--- src/rtl/rv_pkg.sv ---
// Shared definitions for the fetch slice: machine width, fetch FSM states,
// reset PC default and a word-alignment helper.
package rv_pkg;

  localparam int unsigned XLEN = 32;

  localparam logic [XLEN-1:0] RESET_PC_DEFAULT = 32'h0000_0000;

  typedef enum logic [1:0] {
    FETCH_IDLE  = 2'd0,
    FETCH_WAIT  = 2'd1,
    FETCH_FLUSH = 2'd2
  } fetch_state_e;

  function automatic logic [XLEN-1:0] align_word(input logic [XLEN-1:0] addr);
    return {addr[XLEN-1:2], 2'b00};
  endfunction

endpackage

--- src/rtl/fetch_fifo.sv ---
// Two-entry instruction buffer holding {pc, instruction} pairs; the head entry
// stays put until popped, and flush empties it in one cycle.
module fetch_fifo
  import rv_pkg::*;
#(
  parameter int unsigned WIDTH = 2 * XLEN
) (
  input  logic             clk,
  input  logic             rst_n,
  input  logic             flush,
  input  logic             push,
  input  logic [WIDTH-1:0] push_data,
  input  logic             pop,
  output logic [WIDTH-1:0] pop_data,
  output logic [1:0]       count
);

  logic [WIDTH-1:0] mem_q [2];
  logic [WIDTH-1:0] mem_d [2];
  logic             wr_ptr_q, wr_ptr_d;
  logic             rd_ptr_q, rd_ptr_d;
  logic [1:0]       count_q,  count_d;

  always_comb begin
    mem_d    = mem_q;
    wr_ptr_d = wr_ptr_q;
    rd_ptr_d = rd_ptr_q;
    count_d  = count_q;
    if (flush) begin
      wr_ptr_d = 1'b0;
      rd_ptr_d = 1'b0;
      count_d  = '0;
    end else begin
      if (push) begin
        mem_d[wr_ptr_q] = push_data;
        wr_ptr_d        = ~wr_ptr_q;
      end
      if (pop) begin
        rd_ptr_d = ~rd_ptr_q;
      end
      count_d = count_q + {1'b0, push} - {1'b0, pop};
    end
  end

  always_ff @(posedge clk) begin
    if (!rst_n) begin
      mem_q    <= '{default: '0};
      wr_ptr_q <= 1'b0;
      rd_ptr_q <= 1'b0;
      count_q  <= '0;
    end else begin
      mem_q    <= mem_d;
      wr_ptr_q <= wr_ptr_d;
      rd_ptr_q <= rd_ptr_d;
      count_q  <= count_d;
    end
  end

  assign pop_data = mem_q[rd_ptr_q];
  assign count    = count_q;

endmodule

--- src/rtl/fetch_unit.sv ---
// Instruction fetch front end: issues one outstanding memory request at a time,
// buffers responses in a 2-entry FIFO and handles redirects with stale-response flushing.
module fetch_unit
  import rv_pkg::*;
#(
  parameter logic [XLEN-1:0] RESET_PC   = RESET_PC_DEFAULT,
  parameter int unsigned     FIFO_DEPTH = 2
) (
  input  logic            clk,
  input  logic            rst_n,
  output logic            imem_req_valid,
  input  logic            imem_req_ready,
  output logic [XLEN-1:0] imem_req_addr,
  input  logic            imem_rsp_valid,
  input  logic [XLEN-1:0] imem_rsp_data,
  input  logic            redirect_valid,
  input  logic [XLEN-1:0] redirect_pc,
  output logic            instr_valid,
  input  logic            instr_ready,
  output logic [XLEN-1:0] instruction,
  output logic [XLEN-1:0] instr_pc,
  output logic            misaligned
);

  localparam logic [1:0] FIFO_FULL = 2'(FIFO_DEPTH);

  fetch_state_e    state_q, state_d;
  logic [XLEN-1:0] pc_q, pc_d;
  logic [XLEN-1:0] req_pc_q, req_pc_d;
  logic            misaligned_q, misaligned_d;

  logic              fifo_push, fifo_pop, fifo_flush;
  logic [1:0]        fifo_count;
  logic [2*XLEN-1:0] fifo_rdata;
  logic              req_fire;

  always_comb begin
    state_d        = state_q;
    pc_d           = pc_q;
    req_pc_d       = req_pc_q;
    misaligned_d   = 1'b0;
    fifo_push      = 1'b0;
    fifo_flush     = 1'b0;
    imem_req_valid = rst_n && (state_q == FETCH_IDLE) && (fifo_count < FIFO_FULL)
                     && !redirect_valid;
    req_fire       = imem_req_valid && imem_req_ready;
    fifo_pop       = instr_valid && instr_ready && !redirect_valid;

    if (redirect_valid) begin
      fifo_flush   = 1'b1;
      pc_d         = align_word(redirect_pc);
      misaligned_d = |redirect_pc[1:0];
      // A response landing with the redirect retires the outstanding request,
      // so only an unanswered request leaves us waiting in FLUSH.
      unique case (state_q)
        FETCH_WAIT, FETCH_FLUSH: state_d = imem_rsp_valid ? FETCH_IDLE : FETCH_FLUSH;
        default:                 state_d = FETCH_IDLE;
      endcase
    end else begin
      unique case (state_q)
        FETCH_IDLE: begin
          if (req_fire) begin
            pc_d     = pc_q + XLEN'(4);
            req_pc_d = pc_q;
            state_d  = FETCH_WAIT;
          end
        end
        FETCH_WAIT: begin
          if (imem_rsp_valid) begin
            fifo_push = 1'b1;
            state_d   = FETCH_IDLE;
          end
        end
        FETCH_FLUSH: begin
          if (imem_rsp_valid) begin
            state_d = FETCH_IDLE;
          end
        end
        default: state_d = FETCH_IDLE;
      endcase
    end
  end

  always_ff @(posedge clk) begin
    if (!rst_n) begin
      state_q      <= FETCH_IDLE;
      pc_q         <= RESET_PC;
      req_pc_q     <= '0;
      misaligned_q <= 1'b0;
    end else begin
      state_q      <= state_d;
      pc_q         <= pc_d;
      req_pc_q     <= req_pc_d;
      misaligned_q <= misaligned_d;
    end
  end

  fetch_fifo #(
    .WIDTH(2 * XLEN)
  ) u_fifo (
    .clk      (clk),
    .rst_n    (rst_n),
    .flush    (fifo_flush),
    .push     (fifo_push),
    .push_data({req_pc_q, imem_rsp_data}),
    .pop      (fifo_pop),
    .pop_data (fifo_rdata),
    .count    (fifo_count)
  );

  assign imem_req_addr = pc_q;
  assign instr_valid   = (fifo_count != 2'd0);
  assign instruction   = fifo_rdata[XLEN-1:0];
  assign instr_pc      = fifo_rdata[2*XLEN-1:XLEN];
  assign misaligned    = misaligned_q;

endmodule

--- config.mk ---
export PLATFORM = sky130hd
export DESIGN_NAME = fetch_unit
export DESIGN_NICKNAME = d
export VERILOG_FILES = /design/src/rtl/rv_pkg.sv /design/src/rtl/fetch_fifo.sv /design/src/rtl/fetch_unit.sv
export SDC_FILE = /design/constraint.sdc
export NUM_CORES = 1
export LEC_CHECK = 0
export BUFFER_PORTS_ARGS = -buffer_cell sky130_fd_sc_hd__buf_2
export CORE_MARGIN = 3
export CORE_UTILIZATION = 29
export CTS_CLUSTER_DIAMETER = 80
export DETAILED_ROUTE_END_ITERATION = 12
export PLACE_DENSITY = 0.54
export SLEW_MARGIN = 25
export SYNTH_ARGS = -nofsm -noshare
export SYNTH_HDL_FRONTEND = slang
export SYNTH_HIERARCHICAL = 1
export SYNTH_SLANG_ARGS = --single-unit
--- constraint.sdc ---
create_clock -name clk -period 2.35 [get_ports clk]
set_clock_uncertainty 0.05 [all_clocks]
set_input_delay 0.235 -clock clk [delete_from_list [all_inputs] [get_ports clk]]
set_output_delay 0.235 -clock clk [all_outputs]
set_load 0.01 [all_outputs]
Word-level counts from Yosys, hierarchy flattened
Cells that the tools add are included.

cells by class
  order comparisons = 4
  bitwise operators = 7
  mux-type cells = 19
  reduce and logical (&&, ||, !) cells = 22
  add/subtract/negate cells = 3
  equal/unequal tests = 4

operators by type and width
  operator                                                                       count
  64-bit 2-to-1 mux                                                              4
  128-bit bitwise mux                                                            1
  32-bit 2-to-1 mux                                                              3
  64-bit demux with 1-bit select                                                 1
  32-bit by 3-bit adder with 32-bit output (second input constant)               1
  2-bit 2-to-1 mux                                                               5
  2-bit AND reduction                                                            5
  2-bit OR reduction                                                             4
  1-bit logical AND                                                              7
  2-bit nonzero test                                                             3
  1-bit inverter                                                                 5
  2-bit >= comparator (second input constant)                                    2
  1-bit 2-to-1 mux                                                               4
  1-bit inverter with 2-bit output                                               2
  2-bit case mux with 2 select lines                                             1
  3-bit by 1-bit != test with 1-bit output (second input constant)               1
  3-bit != test (second input constant)                                          1
  3-bit AND reduction                                                            1
  2-bit by 1-bit adder with 2-bit output                                         1
  2-bit by 1-bit == test with 1-bit output (second input constant)               1
  2-bit == test (second input constant)                                          1
  2-bit zero test                                                                1
  2-bit by 1-bit less-than comparator with 1-bit output (second input constant)  1
  2-bit less-than comparator (second input constant)                             1
  2 further kinds                                                                2

word-level totals
  bits in registers = 199
  output and inout bits = 99
  input bits = 70
  logic and storage cells = 69

Logic depth before layout (Yosys ltp)
Gate-level depths: netlist of the first run.

  depth after elaboration = 8
  gate-level depth with buffers = 9
  depth with buffers taken out = 7

Cells and area by module
The synthesis of the first run kept the hierarchy.

modules (own cells, without submodules)
  module      sequential area each (sq um)  area an instance (sq um)  instances  cells each
  fetch_fifo  2642.5                        5840.6                    1          573
  fetch_unit  1261.2                        2999.1                    1          383

Worst setup path after synthesis of the first run
OpenSTA, ideal clock, no wires.

  path type = register to register
  start point = register pc_q[2], in the netlist imem_req_addr[2]
  end point = register pc_q[20], in the netlist imem_req_addr[20]
  path buffers = 0
  clock period less this slack = 1.975 ns
  slack = 0.375 ns
  data arrival time = 1.855 ns
  stages on the path, launching flop included = 7
  path through = dfxtp_1 ha_1 nand3_2 or3_4 or3_1 o31a_1 a21oi_1

between the ends
  longest elaborated chain between the ends = 4

RTL lines
  what                                      RTL line          text
  start: declaration                        fetch_unit.sv:28  logic [XLEN-1:0] pc_q, pc_d;
  start signal: assignment                  fetch_unit.sv:92  pc_q <= pc_d;
  32-bit by 3-bit adder with 32-bit output  fetch_unit.sv:63  pc_d = pc_q + XLEN'(4);
  32-bit 2-to-1 mux                         fetch_unit.sv:62  if (req_fire) begin
  32-bit 2-to-1 mux                         fetch_unit.sv:60  unique case (state_q)
  32-bit 2-to-1 mux                         fetch_unit.sv:49  if (redirect_valid) begin

No other way between the ends. The select of a mux whose other input is x is not followed.
A chain may end at the register's enable or synchronous reset.

Worst setup path after layout of the first run
  start point = register u_fifo.rd_ptr_q
  end point = output port instruction[15]

between the ends
  longest elaborated chain between the ends = 4

RTL lines
  what                                                    RTL line          text
  start: declaration                                      fetch_fifo.sv:21  logic rd_ptr_q, rd_ptr_d;
  start signal: assignment                                fetch_fifo.sv:54  rd_ptr_q <= rd_ptr_d;
  1-bit inverter with 2-bit output (not written as such)  fetch_fifo.sv:59  assign pop_data = mem_q[rd_ptr_q];
  64-bit 2-to-1 mux (not written as such) (3 in series)   fetch_fifo.sv:59
  end: declaration                                        fetch_unit.sv:20  output logic [XLEN-1:0] instruction,

No other way between the ends. The select of a mux whose other input is x is not followed.

==> results.md, run 1 <==
Yosys:
- The most frequent cell after synthesis is nand2_1.
- The largest family of logic cells by synthesized area is multiplexers.
- Of the total synthesized cell area, the portion taken by full adders, half adders and majority gates is 0.00708.
- The cell accounting for the most synthesized area is dfxtp_1.
- The share of the synthesized area in compound gates (AO/OA/AOI/OAI) came to 0.0603.
- The share of the Yosys chip area taken by registers is 0.442.
- The Yosys step of the flow raised 6 warnings.
- The share of synthesized area in the top cell type comes to 0.442.
- Among all flip-flop cells after synthesis, the most frequent one is dfxtp_1.
- Of all flip-flops after synthesis, the portion carrying an async set or reset was 0.
- The cell area after technology mapping is roughly 0.0088 mm².
- The simple logic cell fraction of the synthesized area is 0.179.
- Synthesis handed over a netlist of approximately 960 instances.
- Each instance of the synthesized netlist takes up on average roughly 9.2 µm².
- The portion of synthesized area spent on multiplexers is 0.232.
- Of the total synthesized cell area, the portion taken by XOR and XNOR cells is 0.0204.
- After synthesis the netlist holds a flip-flop and latch count of 195.
- By count the netlist is led by 275 x nand2_1, 195 x dfxtp_1, 131 x mux2i_1, 66 x mux2_2, 48 x a21oi_1.
- After synthesis, the cell types taking the most area are dfxtp_1 44%, mux2i_1 15%, nand2_1 12%.
- The number of unique standard cell types used by synthesis is 55.
- Yosys mapped a number of flops with a built-in enable equal to 0.

GRT:
- The global router's overall resource usage is 0.139.
- The overall overflow remaining after global route is 0.
- The first global-routing pass estimated 37,400 µm of wire.
- The via count of the first global-routing pass was roughly 7,000.
- The maximum number of pins on one net before global-route repair is 85.
- The number of antenna violations at the first check in global routing was 0.

STA:
- The worst path needs about 2.1 ns of the cycle, external delays included.
- Of the available clock period, the critical path in the final layout requires 0.906.
- The highest attainable clock frequency is 470 MHz.
- The slew at the pin with the worst max-slew slack is roughly 0.82 ns.
- The max-slew headroom at the worst pin is 0.452.
- Setup repair after global routing left no endpoint under its margin.
- Setup violations remaining at the end of the flow were counted as 0.
- The final count of hold timing violations came to 0.
- The number of max-slew violations in the final report is 0.
- Adding up every negative setup slack in the final design gives 0 ns.

Placement:
- Port buffering added 166 buffers.
- Detailed placement ended at an HPWL of ~16,000 µm.
- The final weighted congestion in routability-driven placement is ~0.86.

Cells and area:
- The final net count is roughly 1,200.
- The synthesis-to-layout area growth is 21.0%.
- The post-route core utilization is 0.358.
- The layout cell share with drive strength beyond 1 is 0.272.
- The count of inserted antenna diode cells is 0.

Drt:
- The detailed-route vias per instance is 4.63.
- Dividing the detail-routed wire length by the instance count gives between 15 and 20 µm.
- The first detailed-routing pass took 5 iterations.
- In this run, the number of DRC markers left after iteration 0 of detailed routing was between 300 and 400.
- The number of DRC violations after detailed routing is 0.
- In this run the remaining antenna-violating nets after routing total 0.
- The total number of vias is around 7,000.
- The final routed wirelength across all metal layers is between 20,000 and 25,000 µm.

Floorplanning:
- The total area inside the core boundary comes to 0.0299 mm².
- From left edge to right edge, the die measures ~180 µm.
- The starting density of the core is 0.296.
- In this run the core area contains 63 standard-cell rows.
- The I/O pin count is ~170.
- The total die area is around 0.033 mm².
- From bottom edge to top edge, the die measures approximately 180 µm.

Clocking:
- The clock passes through at most 2 buffers.
- The source-to-sink clock delay at the later pin of the worst-skew pair is between 0.4 and 0.5 ns.
- The number of H-tree branching levels is 4.
- The number of setup buffers added after CTS is 0.
- The CTS sink count is a little under 200.
- The post-cts sizing count is 0.
- After clock tree synthesis, the flow added hold-fix buffers numbering 8.
- The clock edge transition at the registers on the reported setup and hold paths is approximately 0.080 ns.
- TritonCTS built the clock tree.
- The CTS buffer count is 17.
- The clock root buffer master is clkbuf_16.

Worst setup path:
- The type of the worst setup path is flop to output port.
- The largest fanout on the critical path is 26.
- The arrival time of data at the critical path endpoint is about 1.8 ns.
- The startpoint kind of the worst setup timing path is a flop.
- The type of element capturing the critical path is an output port.
- STA puts the critical path data required time at 2.07 ns.

Power and ir drop:
- The analysis attributes to cell leakage a power of 4.60 nW.
- For this design the ratio of total power to cell area is approximately 650 mW/mm².
- IR analysis of the VDD net gives a maximum drop of ~0.00047 V.

Status:
- The run finished with clean final reports.

Hold path:
- The tightest min-delay check is of the primary input to flop type.

Run:
- The tool flagged a number of max-cap violations equal to 0.
==> metrics by stage <==
step	power, mW	hold WS, ns	setup slack (ns)	std cells	cell area, µm²
floorplan	3.75	0.329	0.375	959	8850
global placement	3.95	0.390	0.324	1476	10000
detailed placement	3.95	0.396	0.302	1476	10000
CTS	7.01	0.000152	0.180	1516	10700
global route	7.19	0.000823	0.133	1516	10700
finish	6.90	0.0131	0.221	1516	10700
==> flip-flops by register name, summed over array words and instances (netlist names) <==
name and flops:
u_fifo/mem_q 128, u_fifo/rd_ptr_q 1, state_q 2, u_fifo/count 2, req_pc_q 30, u_fifo/wr_ptr_q 1
imem_req_addr 30, misaligned 1
==> area by class of cell <==
cell class / instances / area, µm²
clock buffer: 17 / 425
sequential: 195 / 3910
fill: 3037 / 19200
inverter: 10 / 37.5
multi-input combinational: 683 / 4440
tap: 390 / 488
clock inverter: 15 / 185
timing repair buffer: 206 / 1210
==> path summary, 6_finish.rpt <==
path	from	to	slack, ns	depth (start not counted)
setup / recovery	u_fifo/rd_ptr_q	instruction[15]	0.22	3
hold / removal	redirect_pc[1]	misaligned	0.01	3
setup reg to reg	imem_req_addr[2]	imem_req_addr[20]	0.27	6
hold reg to reg	u_fifo/mem_q[121]	u_fifo/mem_q[121]	0.41	2
==> metal layers <==
layer | share of wire | global-route usage
met4 | 0.011 | 0.0353
met2 | 0.42 | 0.206
met3 | 0.060 | 0.0309
met1 | 0.51 | 0.204
met5 | 0 | 0
==> worst max-delay path, cell delays in order (launching register included) <==
cell and delay [ns]:
dfxtp_4 0.61, buf_12 0.26, mux2_2 0.37, buf_2 0.14
==> placed cells by master, fill, tap and decap left out, types with 12 or more instances in the layout <==
cell type,n
nand2_1,275
buf_2,165
mux2_2,66
buf_4,28
clkbuf_16,17
nand3_1,13
xnor2_1,13
a21oi_1,48
mux2i_1,131
o21ai_0,12
nor2_1,17
dfxtp_1,194
==> logic make-up after synthesis <==
group,after synthesis
other,1
adder cells (fa/ha/maj),5
flip-flops,195
AND/OR/NAND/NOR,367
AO/OA/AOI/OAI,91
buffers and inverters,81
multiplexers,197
XOR/XNOR,19
==> report_power, final <==
group	total, mW	internal [mW]	switching, mW
combinational	0.469	0.188	0.281
sequential	3.41	3.35	0.0625
clock	3.02	1.54	1.48
Note: power is estimated with default switching activity, not from simulation.
==> inputs of run 2 (changes only) <==
--- a/config.mk
+++ b/config.mk
@@ -6,11 +6,13 @@
 export NUM_CORES = 1
 export LEC_CHECK = 0
 export BUFFER_PORTS_ARGS = -buffer_cell sky130_fd_sc_hd__buf_2
+export CELL_PAD_IN_SITES_DETAIL_PLACEMENT = 1
+export CELL_PAD_IN_SITES_GLOBAL_PLACEMENT = 1
 export CORE_MARGIN = 3
 export CORE_UTILIZATION = 29
 export CTS_CLUSTER_DIAMETER = 80
 export DETAILED_ROUTE_END_ITERATION = 12
-export PLACE_DENSITY = 0.54
+export PLACE_DENSITY = 0.66
 export SLEW_MARGIN = 25
 export SYNTH_ARGS = -nofsm -noshare
 export SYNTH_HDL_FRONTEND = slang
==> results.md, run 2 (synthesis results as in run 1) <==
Clocking:
- The number of buffers inserted by hold repair at cts is 12 (+4).
- The CTS sink count is 195 (unchanged).
- TritonCTS built the clock tree.
- The post-cts sizing count is 0 (unchanged).
- The maximum buffer depth of the clock tree is 2 (unchanged).
- The number of setup buffers added after CTS is 0 (unchanged).
- The CTS buffer count is 17 (unchanged).
- The source-to-sink clock delay at the later pin of the worst-skew pair came to 0.44 ns (about the same).
- The clock edge transition at the registers on the reported setup and hold paths was 0.08 ns (about the same).
- The number of H-tree branching levels is 4 (unchanged).
- Clock tree synthesis selected as its root buffer the cell clkbuf_16.

Drt:
- The post-detailed-route count of antenna-violating nets is 0 (unchanged).
- The routed wire length on met2 was 10,800 µm (+12%).
- The total number of vias came to 7,191 (+2.5%).
- The number of DRC violations after detailed routing is 0 (unchanged).
- The length of the first detailed-routing pass in iterations was 6 (+1).
- The detailed-route vias per instance is 4.73 (+2.2%).
- The met3 routed wirelength was 1210 µm (-13%).
- The starting DRC count in detailed routing is 258 (-35%).
- In this run the top signal layer used is met5.
- The average wire per cell in the routed design came to 16.4 µm (+8.1%).
- The detailed-routing wirelength on met1 is 12,600 µm (+7.5%).
- The final routed wirelength across all metal layers is 24,900 µm (+8.4%).

Worst setup path:
- The largest fanout on the critical path is 27 (+3.8%).
- The type of the worst setup path is flop to output port.
- STA classifies the critical path startpoint as a flop.
- The critical path required time is 2.07 ns (about the same).
- The arrival time of data at the critical path endpoint is 1.85 ns (about the same).
- The worst setup path is captured at an output port.

Power and ir drop:
- The clock share of power is 0.415 (-0.022).
- The cell-internal power was 4.93 mW (-2.9%).
- The power spent charging and discharging nets is 1.74 mW (-4.4%).
- The static leakage is 4.60 nW (-0.13%).
- The share of total power consumed by net switching was 0.261 (-0.00303).
- The power density normalized to cell area is 623 mW/mm² (-3.4%).
- The worst voltage drop across the vdd grid came to 0.000482 V (+1.9%).
- The sequential cell fraction of total power is 0.512 (+0.017).
- The relative contribution of combinational cells to total power is 0.072 (+0.004).

STA:
- The slew at the pin with the worst max-slew slack is 0.748 ns (-0.0744 ns).
- The final setup TNS is 0 ns (unchanged).
- The minimum clock period came to 2.13 ns (+0.00199 ns).
- The max-slew headroom at the worst pin came to 0.501 (+0.0496).
- The number of max-slew violations in the final report is 0 (unchanged).
- The post-route worst setup slack is 0.219 ns (-0.00199 ns).
- Setup repair after global routing left no endpoint under its margin.
- The final clock period utilization by the worst path is 0.907 (about the same).
- The final count of hold timing violations was 0 (unchanged).
- The total setup violations reported at the end of the flow is 0 (unchanged).
- The highest attainable clock frequency is 469 MHz (about the same).

Run:
- The max-capacitance violation count came to 0 (unchanged).

Floorplanning:
- The height of the die is 181 µm (unchanged).
- The starting density of the core was 0.296 (unchanged).
- The area inside the core boundary was 0.0299 mm² (unchanged).
- The die span in x is 181 µm (unchanged).
- The placement row count is 63 (unchanged).
- The I/O pin count is 169 (unchanged).
- The total die area is 0.0326 mm² (unchanged).

Placement:
- The number of buffer cells added on primary ports came to 166 (unchanged).
- The post-placement worst setup slack is 0.218 ns (-0.0843 ns).
- The final weighted congestion in routability-driven placement is 0.820 (-4.9%).
- The area of placed instances is 0.0100 mm² (+0.37%).
- The half-perimeter wire length after detailed placement is 17,300 µm (+9.3%).

GRT:
- The via count of the first global-routing pass came to 7,596 (+8.6%).
- The global router's overall resource usage was 0.153 (+0.0142).
- The overall overflow remaining after global route was 0 (unchanged).
- The maximum number of pins on one net before global-route repair was 161 (+89%).
- The first-pass GRT wire length is 40,700 µm (+8.9%).
- The number of antenna violations at the first check in global routing is 1 (+1).

Hold path:
- The class of the worst hold path is primary input to flop.

Cells and area:
- The count of inserted antenna diode cells is 0 (unchanged).
- The post-route core utilization is 0.358 (+0.000377).
- The synthesis-to-layout area growth is 21.1%.
- In the layout the commonest cells are 275 x nand2_1, 194 x dfxtp_1, 165 x buf_2.
- The final instance area is 0.0107 mm² (+0.10%).
- The layout cell share with drive strength beyond 1 is 0.271 (-0.000962).
- The final net count was 1,192 (+0.34%).
- The register ranked first by flip-flop count is u_fifo/mem_q.
- The commonest non-fill, non-tap cell in the layout is nand2_1.
- The flip-flop count of the largest register after layout came to 128 (unchanged).

Status:
- The flow ran to the end, and the final reports show no timing, DRC or antenna violations.
==> run 2: cell types whose count changed in the layout (fill, tap and decap cells not counted), moves of 3 or more <==
cell	delta
buf_12	+3
clkinvlp_4	+3
dlygate4sd3_1	+4
clkinv_2	+3
buf_4	-3
clkinv_8	-4
==> run 2: layer usage <==
layer / up-vias / global-route usage
met5: - / 0
met1: 3419 / 0.214
met2: 180 / 0.239
met4: 2 / 0.0365
li1: 3573 / -
met3: 17 / 0.0359
==> run 2: cell type report <==
cell class                      instances  area (µm²)
Tap cell                              390         488
Timing Repair Buffer                  210        1280
Fill cell                            3521       19200
Sequential cell                       195        3910
Clock buffer                           17         425
Multi-Input combinational cell        683        4440
Clock inverter                         15         119
Inverter                               10        37.5
==> run 2: power by group through the flow <==
stage | clock [mW] | sequential (mW) | combinational, mW
2_1_floorplan | 0 | 3.49 | 0.255
3_3_place_gp | 0 | 3.49 | 0.465
3_5_place_dp | 0 | 3.50 | 0.469
4_1_cts | 2.91 | 3.42 | 0.487
5_1_grt | 3.03 | 3.43 | 0.541
6_report | 2.77 | 3.42 | 0.482
==> run 2: worst paths after layout <==
kind               startpoint  cells after the start  slack [ns]                 to
max           u_fifo/rd_ptr_q                      3        0.22       instr_pc[15]
min           redirect_pc[26]                      3        0.03  imem_req_addr[26]
max reg2reg  imem_req_addr[2]                      6        0.28  imem_req_addr[26]
min reg2reg  u_fifo/mem_q[90]                      2        0.41   u_fifo/mem_q[90]
==> run 2: metrics by stage <==
| step | cells | hold WS, ns | power, mW |
|---|---|---|---|
| after floorplan | 959 | 0.329 | 3.75 |
| after global placement | 1476 | 0.391 | 3.96 |
| after detailed placement | 1476 | 0.398 | 3.96 |
| after CTS | 1520 | 0.000466 | 6.81 |
| after global routing | 1520 | 0.0110 | 6.99 |
| final | 1520 | 0.0255 | 6.67 |
==> run 2: worst max-delay path, cell delays in order, from the launching register on <==
cell	delay, ns
dfxtp_4	0.61
buf_12	0.25
mux2_2	0.35
buf_2	0.16
==> inputs of run 3 (changes only) <==
--- a/config.mk
+++ b/config.mk
@@ -8,6 +8,7 @@
 export BUFFER_PORTS_ARGS = -buffer_cell sky130_fd_sc_hd__buf_2
 export CELL_PAD_IN_SITES_DETAIL_PLACEMENT = 1
 export CELL_PAD_IN_SITES_GLOBAL_PLACEMENT = 1
+export CORE_ASPECT_RATIO = 1.2
 export CORE_MARGIN = 3
 export CORE_UTILIZATION = 29
 export CTS_CLUSTER_DIAMETER = 80
==> results.md, run 3 (synthesis results as in run 1) <==
Power and ir drop:
- The power density normalized to cell area is 641 mW/mm² (+2.8%).
- The worst voltage drop across the vdd grid is 0.000375 V (-22%).
- The static leakage is 4.58 nW (-0.43%).

Floorplanning:
- The area inside the core boundary is 0.0299 mm² (about the same).
- The height of the die is 197 µm (+9.2%).
- The I/O pin count is 169 (unchanged).
- The die span in x came to 165 µm (-8.4%).
- The total die area was 0.0326 mm² (about the same).
- The placement row count was 69 (+9.5%).
- The starting density of the core is 0.296 (about the same).

Clocking:
- The TritonCTS clock tree is built.
- The number of H-tree branching levels was 4 (unchanged).
- The CTS sink count is 195 (unchanged).
- The number of setup buffers added after CTS is 0 (unchanged).
- The maximum buffer depth of the clock tree is 2 (unchanged).
- The source-to-sink clock delay at the later pin of the worst-skew pair was 0.44 ns (about the same).
- The clock edge transition at the registers on the reported setup and hold paths is 0.08 ns (about the same).
- The clock root buffer master is clkbuf_16.
- The post-cts sizing count is 0 (unchanged).
- The CTS buffer count is 17 (unchanged).

Cells and area:
- The commonest non-fill, non-tap cell in the layout is nand2_1.
- The flip-flop count of the largest register after layout is 128 (unchanged).
- The synthesis-to-layout area growth is 20.9%.
- The total area of multi-input combinational cells is 0.00444 mm² (unchanged).
- The count of non-filler cells in the finished layout came to 1,511 (-0.59%).
- The storage element area came to 0.00391 mm² (unchanged).
- The final net count is 1,184 (-0.67%).
- The top cell types in the final layout, fill and taps aside, are 275 x nand2_1, 194 x dfxtp_1, 165 x buf_2.
- The layout cell share with drive strength beyond 1 was 0.268 (-0.00318).
- The final-layout fill cell count is 3,544 (+0.65%).
- The count of inserted antenna diode cells came to 0 (unchanged).
- The register ranked first by flip-flop count is u_fifo/mem_q.

STA:
- The total setup violations reported at the end of the flow is 0 (unchanged).
- The post-route worst hold slack is 0.0185 ns (-0.00695 ns).
- Setup repair after global routing left no endpoint under its margin.
- The final count of hold timing violations is 0 (unchanged).
- The highest attainable clock frequency was 481 MHz (+2.4%).
- The number of max-slew violations in the final report is 0 (unchanged).
- The minimum clock period came to 2.08 ns (-0.0505 ns).
- The slew at the pin with the worst max-slew slack is 0.671 ns (-0.0774 ns).
- The final clock period utilization by the worst path is 0.885 (-0.0215).
- The max-slew headroom at the worst pin came to 0.553 (+0.0516).
- The post-route worst setup slack came to 0.270 ns (+0.0505 ns).
- The final setup TNS is 0 ns (unchanged).

Worst setup path:
- The cell with the largest stage delay on the worst path is nor4_1.
- The signal on the critical path passes through inv_1 -> ha_1 -> and3b_1 -> nand3_2 -> nor4_1 -> xnor2_1 -> a21oi_1.
- The largest fanout on the critical path came to 13 (-52%).
- In this design, the largest share of critical-path delay is due to simple AND/OR/NAND/NOR gates.
- The startpoint kind of the worst setup timing path is a flop.
- The maximum cell stage delay along the critical path is 0.42 ns (-0.19 ns).
- The worst setup path is captured at a flop.
- The number of buffers and inverters on the critical path was 1 (-1).
- The arrival time of data at the critical path endpoint came to 2.34 ns (+0.49 ns).
- The setup path with the least slack is of type flop to flop.
- The critical path required time is 2.61 ns (+0.54 ns).

GRT:
- The overall overflow remaining after global route is 0 (unchanged).
- The first-pass GRT wire length came to 39,600 µm (-2.9%).
- The via count of the first global-routing pass came to 7,530 (-0.87%).
- The number of antenna violations at the first check in global routing came to 0 (-1).
- The global router's overall resource usage was 0.150 (-0.00289).
- The maximum number of pins on one net before global-route repair is 152 (-5.6%).

Drt:
- The final routed wirelength across all metal layers is 24,200 µm (-2.6%).
- The average wire per cell in the routed design is 16.0 µm (-2.0%).
- The starting DRC count in detailed routing is 264 (+2.3%).
- The detailed-route vias per instance came to 4.74 (+0.26%).
- The post-detailed-route count of antenna-violating nets is 0 (unchanged).
- The number of DRC violations after detailed routing is 0 (unchanged).
- The length of the first detailed-routing pass in iterations is 4 (-2).
- The total number of vias is 7,167 (-0.33%).

Placement:
- The final weighted congestion in routability-driven placement is 0.811 (-1.0%).
- The half-perimeter wire length after detailed placement is 16,700 µm (-3.8%).
- The number of buffer cells added on primary ports was 166 (unchanged).
- The post-placement worst setup slack was 0.301 ns (+0.0836 ns).
- The number of instances in the placed design is 1,471 (-0.34%).

Status:
- The run finished with clean final reports.

Run:
- The max-capacitance violation count came to 0 (unchanged).

Hold path:
- The min-delay analysis places its worst path in the category primary input to flop.
-- run 3: layout make-up --
cell class	count	area share
well taps	390	0.0457
flip-flops and latches	195	0.366
clock inverters	11	0.0107
clock buffers	20	0.0447
multi-input cells	683	0.416
repair buffers	202	0.114
inverters	10	0.00351
-- run 3: tightest hold or removal path, delay by kind of cell --
kind          cells  cell delay (ns)
simple gates      1             0.06
buf+inv           1             0.10
mux               1             0.06
-- run 3: power by group --
| group | internal [mW] | switching [mW] | total [mW] |
|---|---|---|---|
| Sequential | 3.35 | 0.0607 | 3.41 |
| Clock | 1.60 | 1.36 | 2.96 |
| Combinational | 0.192 | 0.287 | 0.479 |
| Total | 5.14 | 1.71 | 6.85 |
-- run 3: what timing repair did --
action / 4_1_cts / 5_1_grt
endpoints found under the setup margin: 0 / 0
hold endpoints to repair: 7 / 1
hold buffers: 8 / 1
-- run 3: per-stage QoR --
stage	util	instance area (µm²)	total power, mW
5_1_grt	0.358	10700	7.17
3_5_place_dp	0.335	10000	3.96
3_3_place_gp	0.335	10000	3.96
6_report	0.358	10700	6.85
4_1_cts	0.357	10700	6.98
2_1_floorplan	-	8850	3.75
-- run 3: final timing paths --
kind | from | to | slack, ns | cells past startpoint
worst min-delay path | imem_rsp_data[23] | u_fifo/mem_q[23] | 0.02 | 3
worst min register to register | u_fifo/mem_q[126] | u_fifo/mem_q[126] | 0.41 | 2
worst max-delay path | state_q[1] | imem_req_addr[23] | 0.27 | 7
worst max register to register | state_q[1] | imem_req_addr[23] | 0.27 | 7
-- run 3: per-layer routing --
metal,vias up,track usage,wire length (µm)
met5,-,0,0
met3,14,0.0342,984
met1,3456,0.202,11600
li1,3562,-,-
met4,0,0.0364,284
met2,135,0.245,11400
